--- config.mk ---
export PLATFORM = sky130hd
export DESIGN_NAME = cordic_vectoring_flat
export DESIGN_NICKNAME = d
export VERILOG_FILES = /design/src/rtl/cordic_pkg.sv /design/src/rtl/cordic_vectoring_if.sv /design/src/rtl/cordic_micro_rotate.sv /design/src/rtl/cordic_vectoring.sv /design/src/flat_wrapper.sv
export SDC_FILE = /design/constraint.sdc
export NUM_CORES = 1
export LEC_CHECK = 0
export BUFFER_PORTS_ARGS = -buffer_cell sky130_fd_sc_hd__buf_2
export CELL_PAD_IN_SITES_DETAIL_PLACEMENT = 0
export CELL_PAD_IN_SITES_GLOBAL_PLACEMENT = 2
export CORE_UTILIZATION = 38
export CTS_BUF_LIST = sky130_fd_sc_hd__clkbuf_8
export DETAILED_ROUTE_END_ITERATION = 10
export GPL_TIMING_DRIVEN = 0
export HOLD_SLACK_MARGIN = 0.05
export MAX_ROUTING_LAYER = met4
export PLACE_DENSITY_LB_ADDON = 0.3
export SLEW_MARGIN = 0
export SYNTH_ARGS = -nofsm -noshare
export SYNTH_HDL_FRONTEND = slang
export SYNTH_SLANG_ARGS = --single-unit
--- constraint.sdc ---
create_clock -name clock -period 5.9 [get_ports clock]
set_input_delay 0.295 -clock clock [delete_from_list [all_inputs] [get_ports clock]]
set_output_delay 0.295 -clock clock [all_outputs]
set_load 0.02 [all_outputs]
--- src/rtl/cordic_pkg.sv ---
// Shared CORDIC constants: 32-bit binary-angle arctangent table, quadrant
// angles and the FSM state type used by the vectoring engine.
package cordic_pkg;

  localparam int ANGLE_W = 32;

  localparam logic [ANGLE_W-1:0] ANGLE_90  = 32'h4000_0000;
  localparam logic [ANGLE_W-1:0] ANGLE_270 = 32'hC000_0000;

  // Aggregate gain of 16 micro-rotations in Q15 (1.64676 * 2^15).
  localparam int CORDIC_GAIN_Q15 = 53961;

  // atan(2^-i) scaled so that 2^32 is one full turn; entry 0 is the LSB slot.
  localparam logic [15:0][ANGLE_W-1:0] ATAN_TABLE = {
    32'h0000_517D, 32'h0000_A2FA, 32'h0001_45F3, 32'h0002_8BE6,
    32'h0005_17CC, 32'h000A_2F98, 32'h0014_5F2F, 32'h0028_BE53,
    32'h0051_7C55, 32'h00A2_F61E, 32'h0145_D7E1, 32'h028B_0D43,
    32'h0511_11D4, 32'h09FB_385B, 32'h12E4_051D, 32'h2000_0000
  };

  typedef enum logic [1:0] {
    IDLE,
    ROTATE,
    DONE
  } cordic_state_t;

endpackage

--- src/rtl/cordic_vectoring_if.sv ---
// Sample-in / result-out handshake bundle for the vectoring CORDIC.
interface cordic_vectoring_if #(
  parameter int WIDTH = 16
);
  import cordic_pkg::*;

  logic                 in_valid;
  logic                 in_ready;
  logic [WIDTH-1:0]     x_in;
  logic [WIDTH-1:0]     y_in;
  logic                 out_valid;
  logic                 out_ready;
  logic [WIDTH+1:0]     magnitude;
  logic [ANGLE_W-1:0]   phase;

  // master: sample producer / result consumer; slave: the CORDIC engine.
  modport master (
    output in_valid, x_in, y_in, out_ready,
    input  in_ready, out_valid, magnitude, phase
  );

  modport slave (
    input  in_valid, x_in, y_in, out_ready,
    output in_ready, out_valid, magnitude, phase
  );

endinterface

--- src/rtl/cordic_micro_rotate.sv ---
// One combinational CORDIC micro-rotation: drives y toward zero by a step of
// atan(2^-i) and accumulates the applied angle in z.
module cordic_micro_rotate
  import cordic_pkg::*;
#(
  parameter int W = 18
) (
  input  logic signed [W-1:0]       x_i,
  input  logic signed [W-1:0]       y_i,
  input  logic        [ANGLE_W-1:0] z_i,
  input  logic        [3:0]         shift_i,
  input  logic                      y_neg_i,
  output logic signed [W-1:0]       x_o,
  output logic signed [W-1:0]       y_o,
  output logic        [ANGLE_W-1:0] z_o
);

  logic signed [W-1:0]       x_sh;
  logic signed [W-1:0]       y_sh;
  logic        [ANGLE_W-1:0] atan_i;

  assign x_sh   = x_i >>> shift_i;
  assign y_sh   = y_i >>> shift_i;
  assign atan_i = ATAN_TABLE[shift_i];

  always_comb begin
    if (y_neg_i) begin
      x_o = x_i - y_sh;
      y_o = y_i + x_sh;
      z_o = z_i - atan_i;
    end else begin
      x_o = x_i + y_sh;
      y_o = y_i - x_sh;
      z_o = z_i + atan_i;
    end
  end

endmodule

--- src/rtl/cordic_vectoring.sv ---
// Iterative vectoring CORDIC: (I,Q) -> (K*|v|, atan2) with one micro-rotation
// per clock and valid/ready handshakes on both sides.
module cordic_vectoring
  import cordic_pkg::*;
#(
  parameter int WIDTH = 16,
  parameter int ITER  = 16   // 1..16, bounded by the atan table length
) (
  input  logic               clock,
  input  logic               reset,
  cordic_vectoring_if.slave  bus
);

  localparam int W = WIDTH + 2;
  localparam logic [3:0] LAST_I = 4'(ITER - 1);

  cordic_state_t       state_q, state_d;
  logic signed [W-1:0] x_q, x_d, y_q, y_d;
  logic [ANGLE_W-1:0]  z_q, z_d;
  logic [3:0]          cnt_q, cnt_d;
  logic                zero_q, zero_d;
  logic [W-1:0]        mag_q, mag_d;
  logic [ANGLE_W-1:0]  phase_q, phase_d;

  logic signed [W-1:0] x_ext, y_ext;
  logic signed [W-1:0] x_nx, y_nx;
  logic [ANGLE_W-1:0]  z_nx;

  assign x_ext = {{2{bus.x_in[WIDTH-1]}}, bus.x_in};
  assign y_ext = {{2{bus.y_in[WIDTH-1]}}, bus.y_in};

  cordic_micro_rotate #(.W(W)) u_rot (
    .x_i     (x_q),
    .y_i     (y_q),
    .z_i     (z_q),
    .shift_i (cnt_q),
    .y_neg_i (y_q[W-1]),
    .x_o     (x_nx),
    .y_o     (y_nx),
    .z_o     (z_nx)
  );

  always_comb begin
    state_d = state_q;
    x_d     = x_q;
    y_d     = y_q;
    z_d     = z_q;
    cnt_d   = cnt_q;
    zero_d  = zero_q;
    mag_d   = mag_q;
    phase_d = phase_q;
    case (state_q)
      IDLE: begin
        if (bus.in_valid) begin
          // Fold left half-plane inputs into the right half-plane by +/-90 deg
          // so the micro-rotations only need to cover +/-99.9 deg.
          if (!x_ext[W-1]) begin
            x_d = x_ext;
            y_d = y_ext;
            z_d = '0;
          end else if (!y_ext[W-1]) begin
            x_d = y_ext;
            y_d = -x_ext;
            z_d = ANGLE_90;
          end else begin
            x_d = -y_ext;
            y_d = x_ext;
            z_d = ANGLE_270;
          end
          zero_d  = (bus.x_in == '0) && (bus.y_in == '0);
          cnt_d   = '0;
          state_d = ROTATE;
        end
      end
      ROTATE: begin
        x_d   = x_nx;
        y_d   = y_nx;
        z_d   = z_nx;
        cnt_d = cnt_q + 4'd1;
        if (cnt_q == LAST_I) begin
          mag_d   = zero_q ? '0 : W'(x_nx);
          phase_d = zero_q ? '0 : z_nx;
          state_d = DONE;
        end
      end
      DONE: begin
        if (bus.out_ready) state_d = IDLE;
      end
      default: state_d = IDLE;
    endcase
  end

  always_ff @(posedge clock) begin
    if (reset) begin
      state_q <= IDLE;
      x_q     <= '0;
      y_q     <= '0;
      z_q     <= '0;
      cnt_q   <= '0;
      zero_q  <= 1'b0;
      mag_q   <= '0;
      phase_q <= '0;
    end else begin
      state_q <= state_d;
      x_q     <= x_d;
      y_q     <= y_d;
      z_q     <= z_d;
      cnt_q   <= cnt_d;
      zero_q  <= zero_d;
      mag_q   <= mag_d;
      phase_q <= phase_d;
    end
  end

  assign bus.in_ready  = (state_q == IDLE);
  assign bus.out_valid = (state_q == DONE);
  assign bus.magnitude = mag_q;
  assign bus.phase     = phase_q;

endmodule

--- src/flat_wrapper.sv ---
// flat-port wrapper written by rule: the top's interface ports become plain ports
module cordic_vectoring_flat import cordic_pkg::*;
#(
  parameter int WIDTH = 16,
  parameter int ITER  = 16                                             
)
  (clock, reset, bus_in_valid, bus_x_in, bus_y_in, bus_out_ready, bus_in_ready, bus_out_valid, bus_magnitude, bus_phase);
  cordic_vectoring_if #(.WIDTH(WIDTH)) bus_i ();
  input  logic clock;
  input  logic reset;
  input wire logic [$bits(bus_i.in_valid)-1:0] bus_in_valid;
  input wire logic [$bits(bus_i.x_in)-1:0] bus_x_in;
  input wire logic [$bits(bus_i.y_in)-1:0] bus_y_in;
  input wire logic [$bits(bus_i.out_ready)-1:0] bus_out_ready;
  output wire logic [$bits(bus_i.in_ready)-1:0] bus_in_ready;
  output wire logic [$bits(bus_i.out_valid)-1:0] bus_out_valid;
  output wire logic [$bits(bus_i.magnitude)-1:0] bus_magnitude;
  output wire logic [$bits(bus_i.phase)-1:0] bus_phase;
  assign bus_i.in_valid = bus_in_valid;
  assign bus_i.x_in = bus_x_in;
  assign bus_i.y_in = bus_y_in;
  assign bus_i.out_ready = bus_out_ready;
  assign bus_in_ready = bus_i.in_ready;
  assign bus_out_valid = bus_i.out_valid;
  assign bus_magnitude = bus_i.magnitude;
  assign bus_phase = bus_i.phase;
  cordic_vectoring #(.WIDTH(WIDTH), .ITER(ITER)) u_core (.clock(clock), .reset(reset), .bus(bus_i));
endmodule
# Word-level counts from Yosys, hierarchy flattened
# Memories as Yosys holds them, arrays and structs flattened. A register that Yosys moved wholly into a read port is not among the register bits.
# Cells that the tools add are included.
word_totals:
  ff_bits: 125
  rom_bits: 512
  input_bits: 36
  out_inout_bits: 52
  memories: 1
op_classes:
  add_sub_neg: 9
  magnitude_cmp: 1
  eq_ne: 6
  shifts: 2
  muxes: 26
  reduce_logical: 9
memory_table:
  columns: ["memory", "depth", "width", "rd", "rd_ports_with_merged_regs", "wr", "line", "source"]
  rows:
  - ["(no name shown)", 16, 32, 1, 1, 0, "cordic_micro_rotate.sv:24", "assign atan_i = ATAN_TABLE[shift_i];"]
op_table:
  columns: ["op", "count"]
  rows:
  - ["2-to-1 mux 32 bit", 6]
  - ["2-to-1 mux 18 bit", 9]
  - ["one-hot mux 18 bit (2 select lines)", 2]
  - ["one-hot mux 32 bit (2 select lines)", 1]
  - ["adder 18 bit", 2]
  - ["negation 16 -> 18 bit", 2]
  - [">>> shifter 18 x 4 -> 18 bit", 2]
  - ["subtractor 18 bit", 2]
  - ["adder 32 bit", 1]
  - ["zero test 16 bit", 2]
  - ["subtractor 32 bit", 1]
  - ["2-to-1 mux 4 bit", 3]
  - ["one-hot mux 4 bit (2 select lines)", 1]
  - ["2-to-1 mux 2 bit", 3]
  - ["one-hot mux 2 bit (3 select lines)", 1]
  - ["AND reduction 2 bit", 3]
  - ["less-than comparator 4 x 5 -> 1 bit, second input constant", 1]
  - ["adder 4 x 1 -> 4 bit, second input constant", 1]
  - ["equality test 4 bit, second input constant", 1]
  - ["inequality test 2 bit, second input constant", 2]
  - ["AND reduction 3 bit", 1]
  - ["equality test 2 x 1 -> 1 bit, second input constant", 1]
  - ["equality test 2 bit, second input constant", 1]
  - ["zero test 2 bit", 1]
  - ["3 further kinds", 3]

# Longest topological paths before layout
# Gate-level depths: netlist of run 1.
depth:
  word_depth: 5
  mapped_depth: 23
  ltp_nobuf: 19

# Hierarchy
# Synthesis of run 1 repeated with hierarchy kept, for this count alone.
hier_totals:
  hier_cells: 1618
  hier_area_um2: 12742.2
by_module_without_submodules:
  columns: ["module", "instances", "cells_per_inst", "area_each_um2", "seq_area_each_um2"]
  rows:
  - ["cordic_micro_rotate", 1, 901, 6960.4, 0.0]
  - ["cordic_vectoring", 1, 717, 5781.8, 2502.4]

# Worst setup path after synthesis of run 1
# OpenSTA, ideal clock, no wires.
synth_path:
  kind: "reg-to-reg"
  startpoint: "register u_core.cnt_q[0]"
  endpoint: "register u_core.y_q[15]"
  setup_ns: 0.128
  t_arrival_ns: 5.144
  required_time_ns: 5.772
  path_slack_ns: 0.628
  path_stages_with_launch: 24
  path_buffers: 6
  synth_period_minus_slack_ns: 5.272
  path_cell_list: "dfxtp_1 buf_6 buf_6 buf_2 buf_1 buf_2 buf_2 mux2i_1 nand2_1 o21ai_0 ha_1 nor3b_1 nand4_1 o21ai_0 a21oi_1 a211o_1 ha_1 a21o_1 a31o_2 and3_1 a2111oi_0 xnor2_1 a21oi_1 nor2_1"
synth_between:
  elab_chain_cells: 4
  word_cells_on_any_way: 5
synth_rtl:
  columns: ["item", "line", "source"]
  rows:
  - ["start: declaration", "cordic_vectoring.sv:20", "logic [3:0] cnt_q, cnt_d;"]
  - ["start signal: assignment", "cordic_vectoring.sv:108", "cnt_q <= cnt_d;"]
  - [">>> shifter 18 x 4 -> 18 bit (*)", "cordic_micro_rotate.sv:22", "assign x_sh = x_i >>> shift_i;"]
  - ["subtractor 18 bit / adder 18 bit (equally long branches)", "cordic_micro_rotate.sv:33, cordic_micro_rotate.sv:29", null]
  - ["2-to-1 mux 18 bit (*)", "cordic_micro_rotate.sv:27", "if (y_neg_i) begin"]
  - ["one-hot mux 18 bit (2 select lines) (*)", "cordic_vectoring.sv:52", "case (state_q)"]
  - ["end signal: assignment", "cordic_vectoring.sv:106", "y_q <= y_d;"]
  - ["end: declaration", "cordic_vectoring.sv:18", "logic signed [W-1:0] x_q, x_d, y_q, y_d;"]
# Every way passes the cells marked *; elsewhere a longest branch is shown, timed or not.
# A chain may end at the register's enable or synchronous reset.

# Final worst setup path of run 1
layout_path:
  startpoint: "register u_core.cnt_q[2]"
  endpoint: "register u_core.y_q[17]"
# Same word-level chain as after synthesis.

==> summary.txt, run 1 <==
================================================================================
Most common library cell in the layout ignoring fill and taps       sky130_fd_sc_hd__nor2_1
Post-layout nets                                                            1883
Setup repair after global routing missed its margin                        false
Wire length of the first global-routing pass                            80400 um
Combined area of all synthesized cells                                13200 um^2
Final ANT Viol Nets                                                            0
Placement Rows                                                                67
CTS tree                                                                   built
Length in cells of the worst reg-to-reg path                                  19
Hold Crit Class                                                     input pin to flip-flop
Total power density per cell area                                    411 nW/um^2
Clock Tree Root                                                     sky130_fd_sc_hd__clkbuf_8
Height of the chip                                                        188 um
Final worst hold slack                                                  0.177 ns
Crit start category                                                    flip-flop
Vias                                                                       13484
Post-synthesis net count                                                    1772
Number of instances in the synthesized netlist                              1655
Post-route clock skew                                                  0.0211 ns
Critical path start-end classification                              flip-flop to flip-flop
Synthesis-to-layout area growth                                            11.4%
Achievable clock frequency                                               177 MHz
Maximum number of pins on one net before global-route repair                  17
Capture instance of the worst register-to-register path             u_core.y_q[17]$_SDFFE_PP0P_
Top-Level Pins                                                                88
Final count of hold timing violations                                          0
Hold endpoint                                                       u_core.x_q[1]$_SDFFE_PP0P_
Most used flip-flop cell after synthesis                            sky130_fd_sc_hd__dfxtp_1
GRT overflow                                                                   0
Die footprint                                                         35500 um^2
Async set-or-reset flop fraction in the synthesized netlist                   0%
Worst-path clk slew                                                      0.10 ns
Final Routed Wirelength                                                 53200 um
Actual transition at the worst max-transition pin                        1.02 ns
Critical-path maximum fanout                                                  10
Residual DRC                                                                   0
Fraction of layout cells with a size suffix above 1                        12.6%
Number of buffers created by CTS                                              17
FF-to-FF setup slack                                                     0.24 ns
Worst Min Path Start                                                 bus_x_in[1]
Leakage component of the power                                        0.00595 uW
Routability congestion estimate                                             1.01
Initial standard-cell utilization of the core                              38.9%
CP Data Required Time                                                    6.34 ns
Post-layout power                                                        6040 uW
Buffers added on ports                                                        82
Later-pin clock latency in the skew report                               0.51 ns
Number of global-route vias before repair                                  12952
Worst setup slack after placement                                       -1.13 ns
Mean post-synth cell area                                              7.97 um^2
Fill cells                                                                  3502
Count of flip-flops with a built-in enable after synthesis                     0
Most frequent cells in the layout                                   sky130_fd_sc_hd__nor2_1, sky130_fd_sc_hd__dfxtp_1, sky130_fd_sc_hd__a21oi_1
Number of max-cap violations                                                   0
Critical Path AT                                                         6.09 ns
Summed area of non-filler cells in the final layout                   14700 um^2
Yosys warning total                                                            0
# diodes                                                                       0
Critical register-to-register path startpoint                       u_core.cnt_q[2]$_SDFFE_PP0P_
Total number of clock tree sinks                                             155
VDD IR max                                                              0.233 mV
Number of vias per cell                                                     6.05
Fraction of the core area covered by cells at the end of the flow          43.4%
Routed wirelength normalized by instance count                           23.9 um
Shortest clock period the worst path allows after layout                 5.66 ns
Type of destination of the critical path                               flip-flop
Number of pins exceeding their max-slew limit in the final report              0
Number of antenna violations at the first check in global routing              1
Die Span X                                                                188 um
Iter 0 DRT Violations                                                       1014
Outcome                                                             complete, no violations
Relative max-transition margin                                             32.3%
Detailed Routing Iterations Pass 1                                             5
Setup slack after layout                                                0.245 ns
Distinct cells, synth                                                         79
# setup viols final                                                            0
HPWL after detailed placement                                           42000 um
Global-route total usage across every layer                                30.9%
Instance area at placement                                            14200 um^2
Fraction of the yosys area taken by sequential cells                       23.5%
H-tree Lvls                                                                    4
Instance count along the most critical hold path                               3
Core area                                                             33900 um^2
Share of the clock period used by the worst path                           95.9%
Number of flip-flops and latches in the synthesized netlist                  155
Max Buffers Root-to-Sink                                                       2
================================================================================
report_power, final:
| group | total [uW] | switching (uW) | internal [uW] |
|---|---|---|---|
| logic | 3890 | 2370 | 1520 |
| registers | 1370 | 205 | 1160 |
| clock network | 777 | 468 | 309 |
| total | 6040 | 3050 | 2990 |
stage by stage:
step                setup TNS, ns  cells
global route                    0   2227
CTS                             0   2219
detailed placement         -17.85   2187
floorplan                       0   1655
global placement           -17.98   2185
finish                          0   2227
critical path, stage by stage, from the launching register on:
cell                        delay, ns
sky130_fd_sc_hd__dfxtp_2         0.43
sky130_fd_sc_hd__buf_2           0.26
sky130_fd_sc_hd__buf_2           0.31
sky130_fd_sc_hd__clkbuf_4        0.30
sky130_fd_sc_hd__mux4_2          0.37
sky130_fd_sc_hd__mux2i_1         0.32
sky130_fd_sc_hd__nand2_1         0.09
sky130_fd_sc_hd__o21ai_1         0.16
sky130_fd_sc_hd__ha_2            0.28
sky130_fd_sc_hd__nor2_1          0.06
sky130_fd_sc_hd__xnor2_1         0.31
sky130_fd_sc_hd__ha_1            0.34
sky130_fd_sc_hd__and3_1          0.20
sky130_fd_sc_hd__a2111oi_1       0.61
sky130_fd_sc_hd__a21oi_1         0.21
sky130_fd_sc_hd__a21o_1          0.29
sky130_fd_sc_hd__a211oi_1        0.28
sky130_fd_sc_hd__a21oi_1         0.14
sky130_fd_sc_hd__xnor3_1         0.42
sky130_fd_sc_hd__o22ai_1         0.17
cells in the mapped netlist, types with 36 or more instances:
master	instances	area, um^2
sky130_fd_sc_hd__a211oi_1	58	435
sky130_fd_sc_hd__a21oi_1	140	701
sky130_fd_sc_hd__clkbuf_1	87	327
sky130_fd_sc_hd__dfxtp_1	155	3100
sky130_fd_sc_hd__ha_1	78	976
sky130_fd_sc_hd__inv_1	49	184
sky130_fd_sc_hd__nand2_1	116	435
sky130_fd_sc_hd__nand3_1	36	180
sky130_fd_sc_hd__nor2_1	193	724
sky130_fd_sc_hd__nor3_1	39	195
sky130_fd_sc_hd__o21ai_0	76	380
sky130_fd_sc_hd__xnor2_1	71	622
sky130_fd_sc_hd__xor2_1	44	385
worst max path at each step:
stage                             endpoint  slack [ns]                         start  depth (start not counted)
2_1_floorplan  u_core.y_q[15]$_SDFFE_PP0P_        0.63  u_core.cnt_q[0]$_SDFFE_PP0P_                         23
3_3_place_gp   u_core.y_q[17]$_SDFFE_PP0P_       -1.10  u_core.cnt_q[3]$_SDFFE_PP0P_                         21
3_5_place_dp   u_core.y_q[17]$_SDFFE_PP0P_       -1.13  u_core.cnt_q[3]$_SDFFE_PP0P_                         21
4_1_cts        u_core.y_q[17]$_SDFFE_PP0P_       0.002  u_core.cnt_q[1]$_SDFFE_PP0P_                         21
5_1_grt        u_core.y_q[17]$_SDFFE_PP0P_        0.01  u_core.cnt_q[0]$_SDFFE_PP0P_                         21
6_report       u_core.y_q[17]$_SDFFE_PP0P_        0.24  u_core.cnt_q[2]$_SDFFE_PP0P_                         19
layer usage:
layer,global-route usage [%],vias up,share of wire [%]
li1,-,6395,-
met1,38.3,6633,44
met2,51.4,389,48
met3,3.71,67,4.4
met4,11.2,0,3.5
met5,-,-,0
state kept, by name, summed over array words and instances (netlist names):
| signal | flops |
|---|---|
| u_core.bus.magnitude | 18 |
| u_core.state_q | 2 |
| u_core.zero_q | 1 |
| u_core.z_q | 32 |
| u_core.bus.phase | 32 |
| u_core.u_rot.atan_i | 30 |
| u_core.x_q | 18 |
| u_core.cnt_q | 4 |
| u_core.y_q | 18 |
layout make-up:
type | count | area [um^2] | share of cell area, %
Buffer | 106 | 468 | 3.19
Clock inverter | 14 | 110 | 0.750
Inverter | 50 | 188 | 1.28
Timing Repair Buffer | 93 | 499 | 3.40
Multi-Input combinational cell | 1343 | 9510 | 64.8
Tap cell | 448 | 561 | 3.82
Sequential cell | 155 | 3100 | 21.1
Clock buffer | 18 | 248 | 1.69
timing repair:
action,4_1_cts,5_1_grt
pin swaps,0,4
gates resized for setup,24,14
hold buffers,1,0
hold endpoints to repair,1,0
setup buffers,0,8
endpoints found under the setup margin,39,13
kinds of logic (layout without fill, tap and decap cells):
family,count (synthesis),in the layout,synth area share (%)
adder cells (fa/ha/maj),82,82,7.93
XOR/XNOR,117,117,7.98
AND/OR/NAND/NOR,525,525,18.9
flip-flops,155,155,23.5
multiplexers,84,84,9.60
buffers and inverters,157,281,4.72
AO/OA/AOI/OAI,535,535,27.4
(Power assumes the default switching activity.)
==> run 2, diff against run 1 <==
Settings changed: CORE_MARGIN from default to 10.
==> summary.txt, run 2 (synthesis results as in run 1) <==
================================================================================
Vias                                                                       13423   was 13484
Most common library cell in the layout ignoring fill and taps       sky130_fd_sc_hd__nor2_1   unchanged
Final count of hold timing violations                                          0   unchanged
# setup viols final                                                            0   unchanged
Height of the chip                                                        206 um   was 188 um
Crit start category                                                    flip-flop   unchanged
GRT overflow                                                                   0   unchanged
Post-layout nets                                                            1881   was 1883
Critical path depth                                                           20   was 19
Type of destination of the critical path                               flip-flop   unchanged
Outcome                                                             complete, no violations   unchanged
Length in cells of the worst reg-to-reg path                                  20   was 19
Number of vias per cell                                                     6.02   was 6.05
Final worst hold slack                                                  0.192 ns   was 0.177 ns
Wire length of the first global-routing pass                            80600 um   was 80400 um
Number of buffers created by CTS                                              17   unchanged
Residual DRC                                                                   0   unchanged
Setup repair after global routing missed its margin                        false   unchanged
Post-route clock skew                                                  0.0152 ns   was 0.0211 ns
Iter 0 DRT Violations                                                       1095   was 1014
Slowest library cell on the worst path                              sky130_fd_sc_hd__dfxtp_1   was sky130_fd_sc_hd__a2111oi_1
Share of the clock period used by the worst path                           96.6%   was 95.9%
Final ANT Viol Nets                                                            0   unchanged
Total power density per cell area                                    417 nW/um^2   was 411 nW/um^2
Later-pin clock latency in the skew report                               0.49 ns   was 0.51 ns
Shortest clock period the worst path allows after layout                 5.70 ns   was 5.66 ns
Most frequent cells in the layout                                   sky130_fd_sc_hd__nor2_1, sky130_fd_sc_hd__dfxtp_1, sky130_fd_sc_hd__a21oi_1   unchanged
# diodes                                                                       0   unchanged
Critical Path AT                                                         6.12 ns   was 6.09 ns
Die Span X                                                                206 um   was 188 um
Maximum number of pins on one net before global-route repair                  20   was 17
Detailed Routing Iterations Pass 1                                             6   was 5
Hold Crit Class                                                     input pin to flip-flop   unchanged
Top-Level Pins                                                                88   unchanged
Final Routed Wirelength                                                 52900 um   was 53200 um
H-tree Lvls                                                                    4   unchanged
Max Buffers Root-to-Sink                                                       2   unchanged
Buffers added on ports                                                        82   unchanged
Number of max-cap violations                                                   0   unchanged
CP cell instances                                                   buf_6 > clkbuf_4 > buf_4 > clkbuf_4 > mux4_2 > o211ai_1 > o221ai_1 > a211oi_2 > nand4_1 > or3_1 > a32oi_1 > o21bai_1 > ha_1 > and4_1 > and2_1 > and3_1 > a211oi_1 > a21oi_1 > xnor3_1 > o22ai_1   was buf_2 > buf_2 > clkbuf_4 > mux4_2 > mux2i_1 > nand2_1 > o21ai_1 > ha_2 > nor2_1 > xnor2_1 > ha_1 > and3_1 > a2111oi_1 > a21oi_1 > a21o_1 > a211oi_1 > a21oi_1 > xnor3_1 > o22ai_1
Leakage component of the power                                        0.00599 uW   was 0.00595 uW
Routability congestion estimate                                            0.966   was 1.01
CP Data Required Time                                                    6.32 ns   was 6.34 ns
Number of antenna violations at the first check in global routing              0   was 1
Count of non-filler cells in the finished layout                            2231   was 2227
Actual transition at the worst max-transition pin                       0.999 ns   was 1.02 ns
Routed wirelength normalized by instance count                           23.7 um   was 23.9 um
Fraction of layout cells with a size suffix above 1                        12.8%   was 12.6%
Die footprint                                                         42600 um^2   was 35500 um^2
Initial standard-cell utilization of the core                              38.4%   was 38.9%
Total buffers and inverters traversed by the critical path                     4   was 3
Fraction of the core area covered by cells at the end of the flow          43.1%   was 43.4%
HPWL after detailed placement                                           41400 um   was 42000 um
Dominant delay contributor by cell family on the critical path      compound AO/OA/AOI/OAI gates   unchanged
Core area                                                             34400 um^2   was 33900 um^2
CTS tree                                                                   built   unchanged
Critical Path Most Common Cell                                      sky130_fd_sc_hd__clkbuf_4
Clock Tree Root                                                     sky130_fd_sc_hd__clkbuf_8   unchanged
Global-route total usage across every layer                                25.4%   was 30.9%
Number of global-route vias before repair                                  13068   was 12952
Total number of clock tree sinks                                             155   unchanged
Achievable clock frequency                                               175 MHz   was 177 MHz
Total negative setup slack                                                  0 ns   unchanged
Number of pins exceeding their max-slew limit in the final report              0   unchanged
VDD IR max                                                              0.209 mV   was 0.233 mV
Placement Rows                                                                68   was 67
Number of instances in the placed design                                    2192   was 2187
Worst setup slack after placement                                       -1.22 ns   was -1.13 ns
Synthesis-to-layout area growth                                            12.3%   was 11.4%
Instance count along the most critical hold path                               3   unchanged
Critical path start-end classification                              flip-flop to flip-flop   unchanged
Setup slack after layout                                                0.200 ns   was 0.245 ns
Relative max-transition margin                                             32.4%   was 32.3%
Critical-path maximum fanout                                                  10   unchanged
Max incr delay on CP                                                     0.42 ns   was 0.61 ns
Fill cells                                                                  3579   was 3502
Worst-path clk slew                                                      0.10 ns   about the same
================================================================================
## run 2: changes by cell type in the layout (fill, tap and decap cells not counted), sizes merged
cell	previous run	this run
buf	112	107
bufinv	0	4
clkbuf	104	107
clkinv	2	7
clkinvlp	5	1
inv	57	51
## run 2: timing repair
| item | CTS | global route |
|---|---|---|
| endpoints found under the setup margin | 38 | 14 |
| resized for setup | 21 | 28 |
| pin swaps | 1 | 5 |
| hold endpoints to repair | 1 | 0 |
| hold buffers | 1 | 0 |
| setup buffers | 2 | 7 |
| cloned | 0 | 0 |
## run 2: report_power, final
group / total [uW] / internal [uW] / switching [uW]
logic: 3880 / 1530 / 2350
clock network: 934 / 475 / 459
registers: 1360 / 1160 / 195
## run 2: per-stage QoR
step           instance area [um^2]  total power (uW)
2_1_floorplan                 13200              4080
3_3_place_gp                  14200              5120
3_5_place_dp                  14200              5120
4_1_cts                       14700              6110
5_1_grt                       14800              6650
6_report                      14800              6180
## run 2: worst register-to-register path, cell delays in order, from the launching register on
cell	delay [ns]
sky130_fd_sc_hd__dfxtp_1	0.42
sky130_fd_sc_hd__buf_6	0.19
sky130_fd_sc_hd__clkbuf_4	0.25
sky130_fd_sc_hd__buf_4	0.24
sky130_fd_sc_hd__clkbuf_4	0.28
sky130_fd_sc_hd__mux4_2	0.39
sky130_fd_sc_hd__o211ai_1	0.21
sky130_fd_sc_hd__o221ai_1	0.32
sky130_fd_sc_hd__a211oi_2	0.36
sky130_fd_sc_hd__nand4_1	0.22
sky130_fd_sc_hd__or3_1	0.42
sky130_fd_sc_hd__a32oi_1	0.21
sky130_fd_sc_hd__o21bai_1	0.13
sky130_fd_sc_hd__ha_1	0.39
sky130_fd_sc_hd__and4_1	0.23
sky130_fd_sc_hd__and2_1	0.19
sky130_fd_sc_hd__and3_1	0.21
sky130_fd_sc_hd__a211oi_1	0.25
sky130_fd_sc_hd__a21oi_1	0.14
sky130_fd_sc_hd__xnor3_1	0.42
sky130_fd_sc_hd__o22ai_1	0.16
## run 2: final timing paths
kind / from / end / slack (ns)
setup / recovery: u_core.cnt_q[1]$_SDFFE_PP0P_ / u_core.y_q[17]$_SDFFE_PP0P_ / 0.20
hold / removal: bus_x_in[1] / u_core.x_q[1]$_SDFFE_PP0P_ / 0.19
hold reg to reg: u_core.bus.phase[25]$_SDFFE_PP0P_ / u_core.bus.phase[25]$_SDFFE_PP0P_ / 0.47
setup reg to reg: u_core.cnt_q[1]$_SDFFE_PP0P_ / u_core.y_q[17]$_SDFFE_PP0P_ / 0.20
## run 2: per-layer routing
metal | up-vias | track usage, % | share of wire, %
li1 | 6402 | - | -
met1 | 6478 | 30.6 | 43
met2 | 456 | 42.6 | 49
met3 | 87 | 3.26 | 4.7
met4 | 0 | 9.67 | 3.7
met5 | - | - | 0
## run 2: area by class of cell
cell class / count / area [um^2] / share of cell area, %
repair buffers: 92 / 488 / 3.30
inverters: 50 / 188 / 1.27
multi-input cells: 1343 / 9540 / 64.5
plain buffers: 105 / 473 / 3.19
clock buffers: 18 / 248 / 1.67
clock inverters: 13 / 193 / 1.30
flip-flops and latches: 155 / 3100 / 21.0
well taps: 455 / 569 / 3.84
==> run 3, diff against run 2 <==
Settings changed: CELL_PAD_IN_SITES_DETAIL_PLACEMENT 0 to default, CELL_PAD_IN_SITES_GLOBAL_PLACEMENT 2 to default, CORE_UTILIZATION 38 to 45.
Clock period 5.9 ns to 4.9 ns, I/O delays scaled along.
==> summary.txt, run 3 (synthesis results as in run 1) <==
================================================================================
Outcome                                                             finished, violations left   was complete, no violations
Violations in the final reports                                     negative setup slack
Number of max-cap violations                                                   0   unchanged
Number of global-route vias before repair                                  13248   was 13068
Instance count along the most critical hold path                               3   unchanged
Wl on met1                                                              20900 um   was 22500 um
Synthesis-to-layout area growth                                            17.6%   was 12.3%
Placement Rows                                                                62   was 68
Buffers added on ports                                                        82   unchanged
Maximum number of pins on one net before global-route repair                  17   was 20
Routed wirelength normalized by instance count                           23.0 um   was 23.7 um
Residual DRC                                                                   0   unchanged
Share of total power consumed by net switching                             48.4%   was 48.7%
# diodes                                                                       0   unchanged
CTS tree                                                                   built   unchanged
Later-pin clock latency in the skew report                               0.48 ns   was 0.49 ns
Die Span X                                                                191 um   was 206 um
Vias                                                                       13913   was 13423
Initial standard-cell utilization of the core                              45.8%   was 38.4%
Total number of clock tree sinks                                             155   unchanged
# setup viols final                                                            1   was 0
Detailed Routing Iterations Pass 1                                             7   was 6
Gate power share                                                           65.6%   was 62.9%
Final count of hold timing violations                                          0   unchanged
CP Data Required Time                                                    5.23 ns   was 6.32 ns
Most frequent cells in the layout                                   sky130_fd_sc_hd__nor2_1, sky130_fd_sc_hd__dfxtp_1, sky130_fd_sc_hd__a21oi_1   unchanged
Crit start category                                                    flip-flop   unchanged
Die footprint                                                         36600 um^2   was 42600 um^2
Length in cells of the worst reg-to-reg path                                  20   unchanged
Most common library cell in the layout ignoring fill and taps       sky130_fd_sc_hd__nor2_1   unchanged
Setup repair after global routing missed its margin                         true   was false
Total power density per cell area                                    499 nW/um^2   was 417 nW/um^2
Leakage component of the power                                        0.00626 uW   was 0.00599 uW
Cell Int Power                                                           3990 uW   was 3170 uW
Number of pins exceeding their max-slew limit in the final report              0   unchanged
Iter 0 DRT Violations                                                       1278   was 1095
Global-route total usage across every layer                                27.6%   was 25.4%
Final worst hold slack                                                  0.153 ns   was 0.192 ns
Critical path start-end classification                              flip-flop to flip-flop   unchanged
Max Buffers Root-to-Sink                                                       2   unchanged
Setup slack after layout                                              -0.0177 ns   was 0.200 ns
Height of the chip                                                        191 um   was 206 um
Clock Tree Root                                                     sky130_fd_sc_hd__clkbuf_8   unchanged
Relative max-transition margin                                             37.8%   was 32.4%
GRT overflow                                                                   0   unchanged
VDD IR max                                                              0.289 mV   was 0.209 mV
Routed length on met2                                                   24300 um   was 25900 um
Post-layout power                                                        7730 uW   was 6180 uW
Highest signal layer in the routed design                                   met4   unchanged
Core area                                                             28800 um^2   was 34400 um^2
Post-route clock skew                                                  0.0165 ns   was 0.0152 ns
Wire length of the first global-routing pass                            77000 um   was 80600 um
Actual transition at the worst max-transition pin                       0.927 ns   was 0.999 ns
Total negative setup slack                                            -0.0177 ns   was 0 ns
Number of vias per cell                                                     6.35   was 6.02
Metal3 WL                                                                2950 um   was 2490 um
Routability congestion estimate                                            0.978   was 0.966
Power share of the clock group                                             13.1%   was 15.1%
Worst-path clk slew                                                      0.09 ns   was 0.10 ns
Post-layout nets                                                            1912   was 1881
Final Routed Wirelength                                                 50400 um   was 52900 um
Critical Path AT                                                         5.25 ns   was 6.12 ns
Type of destination of the critical path                               flip-flop   unchanged
NetSw                                                                    3750 uW   was 3010 uW
Number of buffers created by CTS                                              17   unchanged
Fraction of layout cells with a size suffix above 1                        18.0%   was 12.8%
Share of the clock period used by the worst path                            100%   was 96.6%
HPWL after detailed placement                                           39100 um   was 41400 um
Number of antenna violations at the first check in global routing              0   unchanged
Critical-path maximum fanout                                                   7   was 10
Achievable clock frequency                                               203 MHz   was 175 MHz
Shortest clock period the worst path allows after layout                 4.92 ns   was 5.70 ns
Fraction of power consumed by sequential logic                             21.3%   was 22.0%
Top-Level Pins                                                                88   unchanged
Final ANT Viol Nets                                                            0   unchanged
H-tree Lvls                                                                    4   unchanged
Hold Crit Class                                                     input pin to flip-flop   unchanged
================================================================================
==> run 3: through the flow <==
step | setup slack (ns) | utilization [%] | cells | instance area (um^2)
after floorplan | 0.00812 | - | 1655 | 13200
after global placement | -1.86 | 49.0 | 2121 | 14100
after detailed placement | -1.81 | 49.0 | 2121 | 14100
after CTS | 0.00354 | 52.0 | 2168 | 15000
after global routing | -0.152 | 53.9 | 2192 | 15500
final | -0.0177 | 53.9 | 2192 | 15500
==> run 3: power by group through the flow <==
stage               sequential, uW  clock (uW)  combinational, uW
floorplan                     1540           0               3380
global placement              1640           0               4390
detailed placement            1650           0               4430
CTS                           1630        1020               4680
global route                  1660        1070               5520
finish                        1650        1010               5070
==> run 3: final timing paths <==
check	slack, ns	to	from
min reg2reg	0.47	u_core.bus.phase[31]$_SDFFE_PP0P_	u_core.bus.phase[31]$_SDFFE_PP0P_
max reg2reg	-0.02	u_core.y_q[17]$_SDFFE_PP0P_	u_core.cnt_q[1]$_SDFFE_PP0P_
max	-0.02	u_core.y_q[17]$_SDFFE_PP0P_	u_core.cnt_q[1]$_SDFFE_PP0P_
min	0.15	u_core.x_q[1]$_SDFFE_PP0P_	bus_x_in[1]
==> run 3: area by class of cell <==
cell class	instances	area, um^2
Tap cell	384	480
Timing Repair Buffer	125	753
Clock buffer	19	262
Fill cell	2777	13300
Multi-Input combinational cell	1343	9990
Sequential cell	155	3110
Inverter	50	189
Buffer	103	574
Clock inverter	13	141
==> run 3: critical path, cell delays in order (launching register included) <==
cell and delay [ns]:
sky130_fd_sc_hd__dfxtp_4 0.42, sky130_fd_sc_hd__buf_12 0.14, sky130_fd_sc_hd__buf_12 0.13, sky130_fd_sc_hd__mux4_2 0.55, sky130_fd_sc_hd__mux2_4 0.31, sky130_fd_sc_hd__a222oi_1 0.38, sky130_fd_sc_hd__buf_4 0.19, sky130_fd_sc_hd__o211a_4 0.18
sky130_fd_sc_hd__buf_4 0.11, sky130_fd_sc_hd__and3_4 0.19, sky130_fd_sc_hd__a21oi_1 0.08, sky130_fd_sc_hd__xnor2_1 0.24, sky130_fd_sc_hd__ha_1 0.34, sky130_fd_sc_hd__a21o_1 0.20, sky130_fd_sc_hd__a21o_1 0.19, sky130_fd_sc_hd__a31o_2 0.27
sky130_fd_sc_hd__and3_4 0.20, sky130_fd_sc_hd__a211oi_2 0.19, sky130_fd_sc_hd__a21oi_2 0.09, sky130_fd_sc_hd__xnor3_1 0.26, sky130_fd_sc_hd__o22ai_1 0.09
==> run 3: per-layer routing <==
layer	up-vias	GRT usage (%)
li1	6466	-
met3	113	3.39
met4	0	12.1
met2	584	45.2
met1	6750	33.5
met5	-	-
==> run 3: timing repair <==
action	CTS	global route
cloned	0	1
hold buffers	1	0
pin swaps	14	36
setup endpoints to repair	70	37
buffers inserted	16	25
resized for setup	88	69
endpoints found under the hold margin	1	0
